===== config.mk =====
export PLATFORM = sky130hd
export DESIGN_NAME = medidor_distancia_bcd
export DESIGN_NICKNAME = d
export VERILOG_FILES = /design/src/rtl/medidor_distancia_bcd.sv
export SDC_FILE = /design/constraint.sdc
export NUM_CORES = 1
export LEC_CHECK = 0
export ABC_AREA = 1
export BUFFER_PORTS_ARGS = -buffer_cell sky130_fd_sc_hd__buf_2
export CAP_MARGIN = 10
export CORE_MARGIN = 2
export CORE_UTILIZATION = 62
export DETAILED_ROUTE_END_ITERATION = 12
export PLACE_DENSITY = 0.86
export SLEW_MARGIN = 20
export SYNTH_ARGS = -nofsm -noshare
export SYNTH_HDL_FRONTEND = slang
export SYNTH_SLANG_ARGS = --single-unit

===== constraint.sdc =====
create_clock -name clk -period 2.05 [get_ports clk]
set_input_delay 0.41 -clock clk [delete_from_list [all_inputs] [get_ports clk]]
set_output_delay 0.41 -clock clk [all_outputs]
set_load 0.05 [all_outputs]

===== src/rtl/medidor_distancia_bcd.sv =====
`default_nettype none
// ============================================================================
// medidor_distancia_bcd: ultrasonic ranger, echo width -> 3-digit BCD cm
// Revision: 1.0
// ============================================================================
module medidor_distancia_bcd #(
    parameter int CICLOS_CM      = 2941,
    parameter int TRIGGER_CICLOS = 500,
    parameter int TIMEOUT_CICLOS = 1500000
) (
    input  logic        clk,
    input  logic        reset_n,
    input  logic        medir,
    input  logic        echo,
    output logic        trigger,
    output logic [11:0] medida,
    output logic        pronto,
    output logic        timeout,
    output logic [2:0]  db_estado
);

    localparam int TICK_W = $clog2(CICLOS_CM);
    localparam int TRIG_W = $clog2(TRIGGER_CICLOS + 1);
    localparam int TO_W   = $clog2(TIMEOUT_CICLOS + 1);

    localparam logic [TICK_W-1:0] c_TICK_MAX  = TICK_W'(CICLOS_CM - 1);
    localparam logic [TICK_W-1:0] c_TICK_HALF = TICK_W'(CICLOS_CM / 2);
    localparam logic [TRIG_W-1:0] c_TRIG_MAX  = TRIG_W'(TRIGGER_CICLOS - 1);
    localparam logic [TO_W-1:0]   c_TO_MAX    = TO_W'(TIMEOUT_CICLOS - 1);
    localparam logic [11:0]       c_BCD_MAX   = 12'h999;

    typedef enum logic [2:0] {
        INICIAL       = 3'd0,
        PREPARA       = 3'd1,
        ENVIA_TRIGGER = 3'd2,
        ESPERA_ECHO   = 3'd3,
        MEDINDO       = 3'd4,
        ARMAZENA      = 3'd5,
        FINAL         = 3'd6
    } estado_t;

    estado_t           r_estado;
    logic              r_echo_m;
    logic              r_echo_s;
    logic [TICK_W-1:0] r_tick;
    logic [TRIG_W-1:0] r_trig_cnt;
    logic [TO_W-1:0]   r_to_cnt;
    logic [11:0]       r_bcd;
    logic              r_abort;

    logic w_tick_wrap;
    logic w_to_fim;

    assign w_tick_wrap = (r_tick == c_TICK_MAX);
    assign w_to_fim    = (r_to_cnt == c_TO_MAX);
    assign db_estado   = r_estado;

    // Decimal increment with ripple carry; pinned at 999.
    function automatic logic [11:0] bcd_inc(input logic [11:0] v);
        logic [11:0] r;
        r = v;
        if (v != c_BCD_MAX) begin
            if (v[3:0] != 4'd9) begin
                r[3:0] = v[3:0] + 4'd1;
            end else begin
                r[3:0] = 4'd0;
                if (v[7:4] != 4'd9) begin
                    r[7:4] = v[7:4] + 4'd1;
                end else begin
                    r[7:4]  = 4'd0;
                    r[11:8] = v[11:8] + 4'd1;
                end
            end
        end
        return r;
    endfunction

    always_ff @(posedge clk or negedge reset_n) begin
        if (!reset_n) begin
            r_estado   <= INICIAL;
            r_echo_m   <= 1'b0;
            r_echo_s   <= 1'b0;
            r_tick     <= '0;
            r_trig_cnt <= '0;
            r_to_cnt   <= '0;
            r_bcd      <= 12'h000;
            r_abort    <= 1'b0;
            trigger    <= 1'b0;
            medida     <= 12'h000;
            pronto     <= 1'b0;
            timeout    <= 1'b0;
        end else begin
            r_echo_m <= echo;
            r_echo_s <= r_echo_m;
            case (r_estado)
                INICIAL: begin
                    if (medir) r_estado <= PREPARA;
                end
                PREPARA: begin
                    r_tick     <= '0;
                    r_trig_cnt <= '0;
                    r_to_cnt   <= '0;
                    r_bcd      <= 12'h000;
                    r_abort    <= 1'b0;
                    timeout    <= 1'b0;
                    trigger    <= 1'b1;
                    r_estado   <= ENVIA_TRIGGER;
                end
                ENVIA_TRIGGER: begin
                    if (r_trig_cnt == c_TRIG_MAX) begin
                        trigger  <= 1'b0;
                        r_estado <= ESPERA_ECHO;
                    end else begin
                        r_trig_cnt <= r_trig_cnt + 1'b1;
                    end
                end
                // The rising sample of echo_s is already a high cycle, so it
                // is counted here to make the total equal the pulse width.
                ESPERA_ECHO: begin
                    if (w_to_fim) begin
                        r_abort  <= 1'b1;
                        timeout  <= 1'b1;
                        r_estado <= ARMAZENA;
                    end else begin
                        r_to_cnt <= r_to_cnt + 1'b1;
                        if (r_echo_s) begin
                            if (w_tick_wrap) begin
                                r_tick <= '0;
                                r_bcd  <= bcd_inc(r_bcd);
                            end else begin
                                r_tick <= r_tick + 1'b1;
                            end
                            r_estado <= MEDINDO;
                        end
                    end
                end
                MEDINDO: begin
                    if (w_to_fim) begin
                        r_abort  <= 1'b1;
                        timeout  <= 1'b1;
                        r_estado <= ARMAZENA;
                    end else begin
                        r_to_cnt <= r_to_cnt + 1'b1;
                        if (r_echo_s) begin
                            if (w_tick_wrap) begin
                                r_tick <= '0;
                                r_bcd  <= bcd_inc(r_bcd);
                            end else begin
                                r_tick <= r_tick + 1'b1;
                            end
                        end else begin
                            r_estado <= ARMAZENA;
                        end
                    end
                end
                ARMAZENA: begin
                    if (r_abort)
                        medida <= c_BCD_MAX;
                    else if (r_tick >= c_TICK_HALF)
                        medida <= bcd_inc(r_bcd);
                    else
                        medida <= r_bcd;
                    pronto   <= 1'b1;
                    r_estado <= FINAL;
                end
                FINAL: begin
                    pronto   <= 1'b0;
                    r_estado <= INICIAL;
                end
                default: begin
                    trigger  <= 1'b0;
                    pronto   <= 1'b0;
                    r_estado <= INICIAL;
                end
            endcase
        end
    end

endmodule
`default_nettype wire


* Word level (Yosys, flattened, before mapping)
Cells that the tools add are included.
** Word-level totals
- Output and inout bits :: 18
- Logic and storage cells :: 84
- Register bits :: 74
** Operators by class
- Mux-type cells :: 31
- Reduce and logical (&&, ||, !) cells :: 13
- Add/sub/neg operators :: 6
- Magnitude comparators :: 1
- Bitwise gates (word level) :: 1
- Eq/ne operators :: 21
** Operators by type and width (number)
- two-way mux 12 bit :: 9
- one-hot mux 12 bit (2 select lines) :: 2
- one-hot mux 21 bit (2 select lines) :: 1
- adder 21 x 1 -> 21 bit (second input constant) :: 1
- equality test 21 bit (second input constant) :: 1
- two-way mux 21 bit :: 1
- two-way mux 3 bit :: 6
- one-hot mux 3 bit (6 select lines) :: 1
- one-hot mux 9 bit (2 select lines) :: 1
- adder 12 x 1 -> 12 bit (second input constant) :: 1
- adder 4 x 1 -> 4 bit (second input constant) :: 3
- equality test 12 bit (second input constant) :: 1
- >= comparator 12 x 11 -> 1 bit (second input constant) :: 1
- two-way mux 4 bit :: 3
- != test 12 bit (second input constant) :: 1
- OR reduction 5 bit :: 2
- adder 9 x 1 -> 9 bit (second input constant) :: 1
- equality test 3 bit (second input constant) :: 3
- equality test 9 bit (second input constant) :: 1
- two-way mux 9 bit :: 1
- two-way mux 8 bit :: 1
- != test 2 bit (second input constant) :: 4
- != test 4 bit (second input constant) :: 2
- AND reduction 2 bit :: 4
- other kinds (13) :: 21

* Logic depth before layout (Yosys ltp)
Gate-level depths: netlist (run 1).
- Depth after elaboration :: 8
- Mapped depth :: 13
- Mapped depth without buffers :: 12

* Worst setup path before layout (run 1)
OpenSTA, ideal clock, no wires.
- Kind :: reg-to-reg
- Start :: register r_estado[2] (netlist: db_estado[2])
- End :: register r_to_cnt[15]
- Stages on the path, launching flop included :: 10
- Path buffers :: 2
- Arrival :: 1.645 ns
- Setup time :: 0.117 ns
- Slack :: 0.287 ns
- Cell sequence :: dfrtp_1 > inv_2 > nand3_1 > nand2_2 > buf_4 > nand2_2 > nand2_2 > buf_6 > nand3_1 > nand2_1
** On the way
- Word-level cells in the longest chain between the ends :: 4
** Ends and longest elaborated chain
- start: declaration :: RTL line 42 : estado_t r_estado;
- start signal: assignment :: RTL line 80 : r_estado <= INICIAL;
- start signal: assignment :: RTL line 97 : if (medir) r_estado <= PREPARA;
- start signal: assignment :: RTL line 107 : r_estado <= ENVIA_TRIGGER;
- equality test 3 bit / equality test 3 x 2 -> 1 bit (equally long branches) :: RTL line 95 : case (r_estado)
- OR reduction 2 bit (no source line)
- != test 2 bit (no source line) / nonzero test 2 bit (equally long branches)
- AND reduction 2 bit (no source line)
- end signal: assignment :: RTL line 125 : r_to_cnt <= r_to_cnt + 1'b1;
- end signal: assignment :: RTL line 143 : r_to_cnt <= r_to_cnt + 1'b1;
- end: declaration :: RTL line 47 : logic [TO_W-1:0] r_to_cnt;
Parallel ways exist; a longest one is shown, timed or not.
A chain may end at the register's enable or synchronous reset.

* Worst setup path after layout (run 1)
- Start :: register r_estado[1] (netlist: db_estado[1])
- End :: register r_to_cnt[6]
Same word-level chain as after synthesis.

==> impl_metrics.ini, run 1 <==
[global_routing]
grt_pass1_vias = 4518
grt_usage_pct = 29.3
wire_length_of_the_first_global_routing_pass_um = 20200
globalRouteOverflowTotal = 0
maximum_number_of_pins_on_one_net_before_global_route_repair = 45
number_of_antenna_violations_at_the_first_check_in_global_routing = 0

[worst_setup_path]
peak_fanout_along_the_critical_path = 17
cp_data_required_time_ns = 2.33
endpoint_kind = flip-flop
worst_ep_arrival_time_ns = 2.20
startpoint_type = flip-flop
path_class = flip-flop to flip-flop

[cts]
cts-buffers-inserted = 9
cts_tree = built
clock-sinks = 74
cts.clk_slew.worst_paths_ns = 0.08
h_tree_levels = 3
clk_root_buffer_cell = sky130_fd_sc_hd__clkbuf_8
worst_skew_pair.late_latency_ns = 0.36
cts_max_path_buffers = 2

[cells_and_area]
final_util_pct = 69.8
number_of_antenna_repair_diodes = 0
share_of_final_layout_standard_cells_stronger_than_drive_strength_1_pct = 14.4
finalInstanceArea_um2 = 5370
finalNetCount = 752
multiInputGateArea_um2 = 2640
synth_to_final_area_change_pct = 10.0
seqCellArea_um2 = 1850
final.fill_count = 656

[logic_synthesis]
yosys.cell_types.count = 30
synthesis.area_um2 = 4880
syn-instance-count = 705
synth_seq_area_share_pct = 37.9
synthTopCellsByArea = sky130_fd_sc_hd__dfrtp_1, sky130_fd_sc_hd__nand2_1, sky130_fd_sc_hd__nand3_1
ys.flop_type = sky130_fd_sc_hd__dfrtp_1
yosys_register_bits = 74
share_of_async_settable_or_async_resettable_flops_after_synthesis_pct = 100
ys_warn_count = 0
synth_area_leader_cell = sky130_fd_sc_hd__dfrtp_1
post-synth-top-area-fraction_pct = 37.9
synth_nets = 720
syn-mean-instance-area_um2 = 6.92
synth-edff-count = 0
yosys-top-cells-count = sky130_fd_sc_hd__nand2_1, sky130_fd_sc_hd__nand3_1, sky130_fd_sc_hd__nor2_1
yosysMostFrequentCell = sky130_fd_sc_hd__nand2_1

[timing]
grt_setup_unrepaired = yes
min_period_ns = 1.92
tightest_slew_ns = 0.420
max-slew-margin-rel_pct = 72.0
skew_final_ns = 0.00682
hold_viol = 0
layout_worst_path_cycle_share_pct = 93.7
final_max_slew_viol_count = 0
max_freq_mhz = 521
number_of_endpoints_failing_setup_at_the_final_stage = 0

[worst_hold_path]
worstHoldPathType = input pin to flip-flop

[outcome]
outcome = finished, final reports clean

[floorplan]
io_pins = 22
start_util_pct = 63.5
die-height_um = 92.7
die_width_um = 92.7
fp.coreArea_um2 = 7690
placement_rows = 32
die-area_um2 = 8600

[power]
total_power_after_layout_mw = 5.53
powerDensity_nw_per_um2 = 1030
power.ir.vdd_worst_mv = 0.652
power.leakage_nw = 2.54

[routing]
route.detailed.vias_per_inst = 5.58
first_pass_iters = 5
post_drt_wl_per_cell_um = 14.1
wl_um = 11900
drcViolationCount = 0
postRouteAntennaNets = 0
drt_iter0_markers = 308
number_of_vias_after_detailed_routing = 4713

[job]
max-cap-violations = 0

[placement]
placed_cell_area_um2 = 5120
weighted_congestion_at_the_end_of_routability_driven_global_placement = 0.956
numPortBuffers = 21
post-dp-hpwl_um = 8490
power breakdown:
part / switching [mW] / internal, mW
logic: 1.81 / 0.679
clock network: 0.595 / 0.595
registers: 0.196 / 1.66
final timing paths:
path                               from      endpoint  slack, ns  cells past startpoint
setup reg to reg           db_estado[1]   r_to_cnt[6]       0.13                      8
hold reg to reg                r_echo_m      r_echo_s       0.37                      0
setup / recovery           db_estado[1]   r_to_cnt[6]       0.13                      8
max in group asynchronous       reset_n  db_estado[2]       0.96                      3
hold / removal                     echo      r_echo_m       0.15                      1
min in group asynchronous       reset_n     r_tick[2]       0.51                      2
area by class of cell:
| type | count | share of cell area (%) |
|---|---|---|
| multi-input cells | 539 | 49.2 |
| well taps | 102 | 2.38 |
| repair buffers | 38 | 4.89 |
| flip-flops and latches | 74 | 34.5 |
| clock inverters | 6 | 1.19 |
| inverters | 75 | 5.24 |
| clock buffers | 10 | 2.56 |
cell families (layout without fill, tap and decap cells):
kind of cell    count (synthesis)  in the layout  synth area share, %
compound gates                 63             63                 7.82
xor+xnor                       15             15                 2.69
fa+ha+maj                      11             11                 2.82
buf+inv                        92            129                 8.13
flops                          74             74                 37.9
simple gates                  450            450                 40.6
per-layer routing:
metal,track usage (%),vias up,wire [um]
met4,9.68,0,221
met2,50.4,161,5840
li1,-,2330,-
met1,37.2,2196,5150
met3,5.86,26,654
met5,0,-,0
registers in the layout, summed over array words and instances (netlist names):
signal      count
r_abort         1
r_trig_cnt      9
trigger         1
r_echo_m        1
r_tick         12
r_echo_s        1
pronto          1
r_bcd          12
medida         12
r_to_cnt       21
db_estado       3
critical path, stage by stage, from the launching register on:
cell and delay, ns:
sky130_fd_sc_hd__dfrtp_1 0.46, sky130_fd_sc_hd__nor2_2 0.18, sky130_fd_sc_hd__nand2_1 0.13, sky130_fd_sc_hd__nand2_2 0.23
sky130_fd_sc_hd__buf_4 0.24, sky130_fd_sc_hd__nand2_2 0.09, sky130_fd_sc_hd__nand2_2 0.30, sky130_fd_sc_hd__nand3_1 0.12
sky130_fd_sc_hd__o21ai_0 0.09
placed cells by master (no fill, tap or decap), drive strengths merged:
cell type | netlist | final
a21oi | 8 | 8
buf | 14 | 37
bufinv | 0 | 1
clkbuf | 3 | 10
clkinv | 0 | 2
clkinvlp | 0 | 2
dfrtp | 74 | 74
dlygate4sd3 | 0 | 1
ha | 11 | 11
inv | 75 | 76
nand2 | 227 | 227
nand3 | 97 | 97
nand3b | 1 | 1
nand4 | 16 | 16
nor2 | 86 | 86
nor3 | 9 | 9
nor4 | 1 | 1
o21a | 1 | 1
o21ai | 51 | 51
o22ai | 3 | 3
or2 | 13 | 13
xor2 | 15 | 15
per-stage QoR:
stage / hold slack, ns / setup TNS (ns) / setup WS, ns / std cells
after floorplan: 0.114 / 0 / 0.287 / 705
after global placement: 0.336 / 0 / 0.145 / 826
after detailed placement: 0.354 / 0 / 0.0288 / 826
after CTS: 0.133 / 0 / 0.0234 / 843
after global routing: 0.136 / -0.325 / -0.0706 / 844
final: 0.149 / 0 / 0.129 / 844
timing repair:
item                                    in CTS  in global routing
endpoints found under the setup margin       0                 25
hold buffers                                 1                  0
resized for setup                            0                  3
endpoints found under the hold margin       26                  0
buffers inserted                             0                  1
No activity file was read; power rests on OpenSTA's default activity.
==> inputs of run 2 (changes only) <==
CTS_BUF_LIST = sky130_fd_sc_hd__clkbuf_4 sky130_fd_sc_hd__clkbuf_8 sky130_fd_sc_hd__clkbuf_16   (was default)
clock period = 2.2 ns   (was 2.05 ns; I/O delays follow)
==> impl_metrics.ini, run 2 (synthesized netlist as in run 1, its figures left out) <==
[outcome]
outcome = finished, final reports clean

[routing]
number_of_vias_after_detailed_routing = 4635
post_drt_wl_per_cell_um = 13.8
drcViolationCount = 0
postRouteAntennaNets = 0
route.detailed.vias_per_inst = 5.53
drt_iter0_markers = 296
first_pass_iters = 5
wl_um = 11600

[cells_and_area]
number_of_antenna_repair_diodes = 0
share_of_final_layout_standard_cells_stronger_than_drive_strength_1_pct = 13.7
largest_register_ffs = 21
layout.cells.most_common = sky130_fd_sc_hd__nand2_1
finalInstanceArea_um2 = 5310
final_cells = 838
synth_to_final_area_change_pct = 8.85
finalNetCount = 746
final_cell_mix = sky130_fd_sc_hd__nand2_1, sky130_fd_sc_hd__nand3_1, sky130_fd_sc_hd__nor2_1, sky130_fd_sc_hd__dfrtp_1, sky130_fd_sc_hd__inv_1
final.fill_count = 680
final_util_pct = 69.1
registers.top_by_ff_count = r_to_cnt

[floorplan]
die_width_um = 92.7
die-area_um2 = 8600
fp.coreArea_um2 = 7690
io_pins = 22
placement_rows = 32
die-height_um = 92.7
start_util_pct = 63.5

[worst_setup_path]
path_class = flip-flop to flip-flop
critical_path.reg2reg.startpoint = r_tick[0]
cp_data_required_time_ns = 2.46
r2r_setup_slack_ns = 0.18
worst_ep_arrival_time_ns = 2.28
endpoint_kind = flip-flop
endpoint_of_the_worst_slack_reg_to_reg_timing_path = medida[0]
peak_fanout_along_the_critical_path = 15
ff2ff_path_depth = 12
startpoint_type = flip-flop

[timing]
max-slew-margin-rel_pct = 55.2
final_max_slew_viol_count = 0
grt_setup_unrepaired = no
number_of_endpoints_failing_setup_at_the_final_stage = 0
hold_viol = 0
tightest_slew_ns = 0.667
finalWorstSetupSlack_ns = 0.183
finalSetupTns_ns = 0
skew_final_ns = 0.0124
min_period_ns = 2.02
layout_worst_path_cycle_share_pct = 91.7
holdWs_ns = 0.0704
max_freq_mhz = 496

[cts]
worst_skew_pair.late_latency_ns = 0.36
postCtsSetupBuffers = 0
cts_max_path_buffers = 2
cts_tree = built
clock-sinks = 74
clk_root_buffer_cell = sky130_fd_sc_hd__clkbuf_8
cts_hold_buffers = 0
cts.clk_slew.worst_paths_ns = 0.08
h_tree_levels = 3
cts-buffers-inserted = 9

[global_routing]
grt_pass1_vias = 4544
globalRouteOverflowTotal = 0
wire_length_of_the_first_global_routing_pass_um = 19900
maximum_number_of_pins_on_one_net_before_global_route_repair = 39
number_of_antenna_violations_at_the_first_check_in_global_routing = 0
grt_usage_pct = 28.9

[placement]
weighted_congestion_at_the_end_of_routability_driven_global_placement = 0.952
post-dp-hpwl_um = 8100
numPortBuffers = 21
placed_cell_area_um2 = 5110
post-place-cells = 822
pre_cts_slack_ns = 0.170

[worst_hold_path]
worstHoldPathType = input pin to async pin

[power]
switching_share_pct = 47.4
internal_power_mw = 2.62
sequentialPowerShare_pct = 34.5
share_comb_of_total_power_pct = 43.9
powerDensity_nw_per_um2 = 939
power.net_switching_mw = 2.37
pwr-share-clk_pct = 21.7
total_power_after_layout_mw = 4.99
power.leakage_nw = 2.51
power.ir.vdd_worst_mv = 0.646

[job]
max-cap-violations = 0
-- run 2: changes by cell type in the layout (fill, tap and decap cells not counted), sizes merged --
cell	change
clkinv	+1
buf	-5
clkinvlp	-1
dlygate4sd3	-1
-- run 2: power groups by stage --
stage	Sequential, mW	Clock (mW)	Combinational (mW)
2_1_floorplan	2.09	0	1.37
3_3_place_gp	1.73	0	2.10
3_5_place_dp	1.74	0	2.16
4_1_cts	1.71	1.09	2.18
5_1_grt	1.74	1.15	2.40
6_report	1.72	1.08	2.19
-- run 2: worst max-delay path, stage by stage, from the launching register on --
cell and delay [ns]:
sky130_fd_sc_hd__dfrtp_1 0.44, sky130_fd_sc_hd__inv_1 0.12, sky130_fd_sc_hd__ha_1 0.21, sky130_fd_sc_hd__nor2_1 0.12
sky130_fd_sc_hd__nor2_1 0.05, sky130_fd_sc_hd__nand2_1 0.05, sky130_fd_sc_hd__nand2_1 0.07, sky130_fd_sc_hd__nand2_2 0.19
sky130_fd_sc_hd__nand2_2 0.26, sky130_fd_sc_hd__nand2_1 0.15, sky130_fd_sc_hd__nand3_1 0.12, sky130_fd_sc_hd__nand2_1 0.09
sky130_fd_sc_hd__inv_1 0.04
-- run 2: timing repair --
item	in CTS	in global routing
endpoints found under the hold margin	0	0
endpoints found under the setup margin	0	13
gates resized for setup	0	2
-- run 2: worst max-delay path by stage --
| stage | slack, ns | endpoint | depth (start not counted) | start |
|---|---|---|---|---|
| 2_1_floorplan | 0.44 | r_to_cnt[15] | 9 | db_estado[2] |
| 3_3_place_gp | 0.29 | r_tick[1] | 10 | r_to_cnt[0] |
| 3_5_place_dp | 0.17 | r_tick[1] | 10 | r_to_cnt[0] |
| 4_1_cts | 0.14 | medida[0] | 12 | r_bcd[1] |
| 5_1_grt | 0.02 | r_trig_cnt[4] | 8 | db_estado[1] |
| 6_report | 0.18 | medida[0] | 12 | r_tick[0] |
-- run 2: layer usage --
metal	vias to the layer above	track usage, %	share of wire, %
li1	2315	-	-
met5	-	0	0
met4	0	13.7	1.8
met2	164	48.8	48
met1	2136	36.8	43
met3	20	4.15	6.5
-- run 2: area by class of cell --
cell class	instances	area, um^2	share of cell area [%]
clock buffers	10	131	2.47
clock inverters	6	65.1	1.22
inverters	75	282	5.30
multi-input cells	539	2640	49.7
flip-flops and latches	74	1850	34.9
well taps	102	128	2.40
repair buffers	32	215	4.05
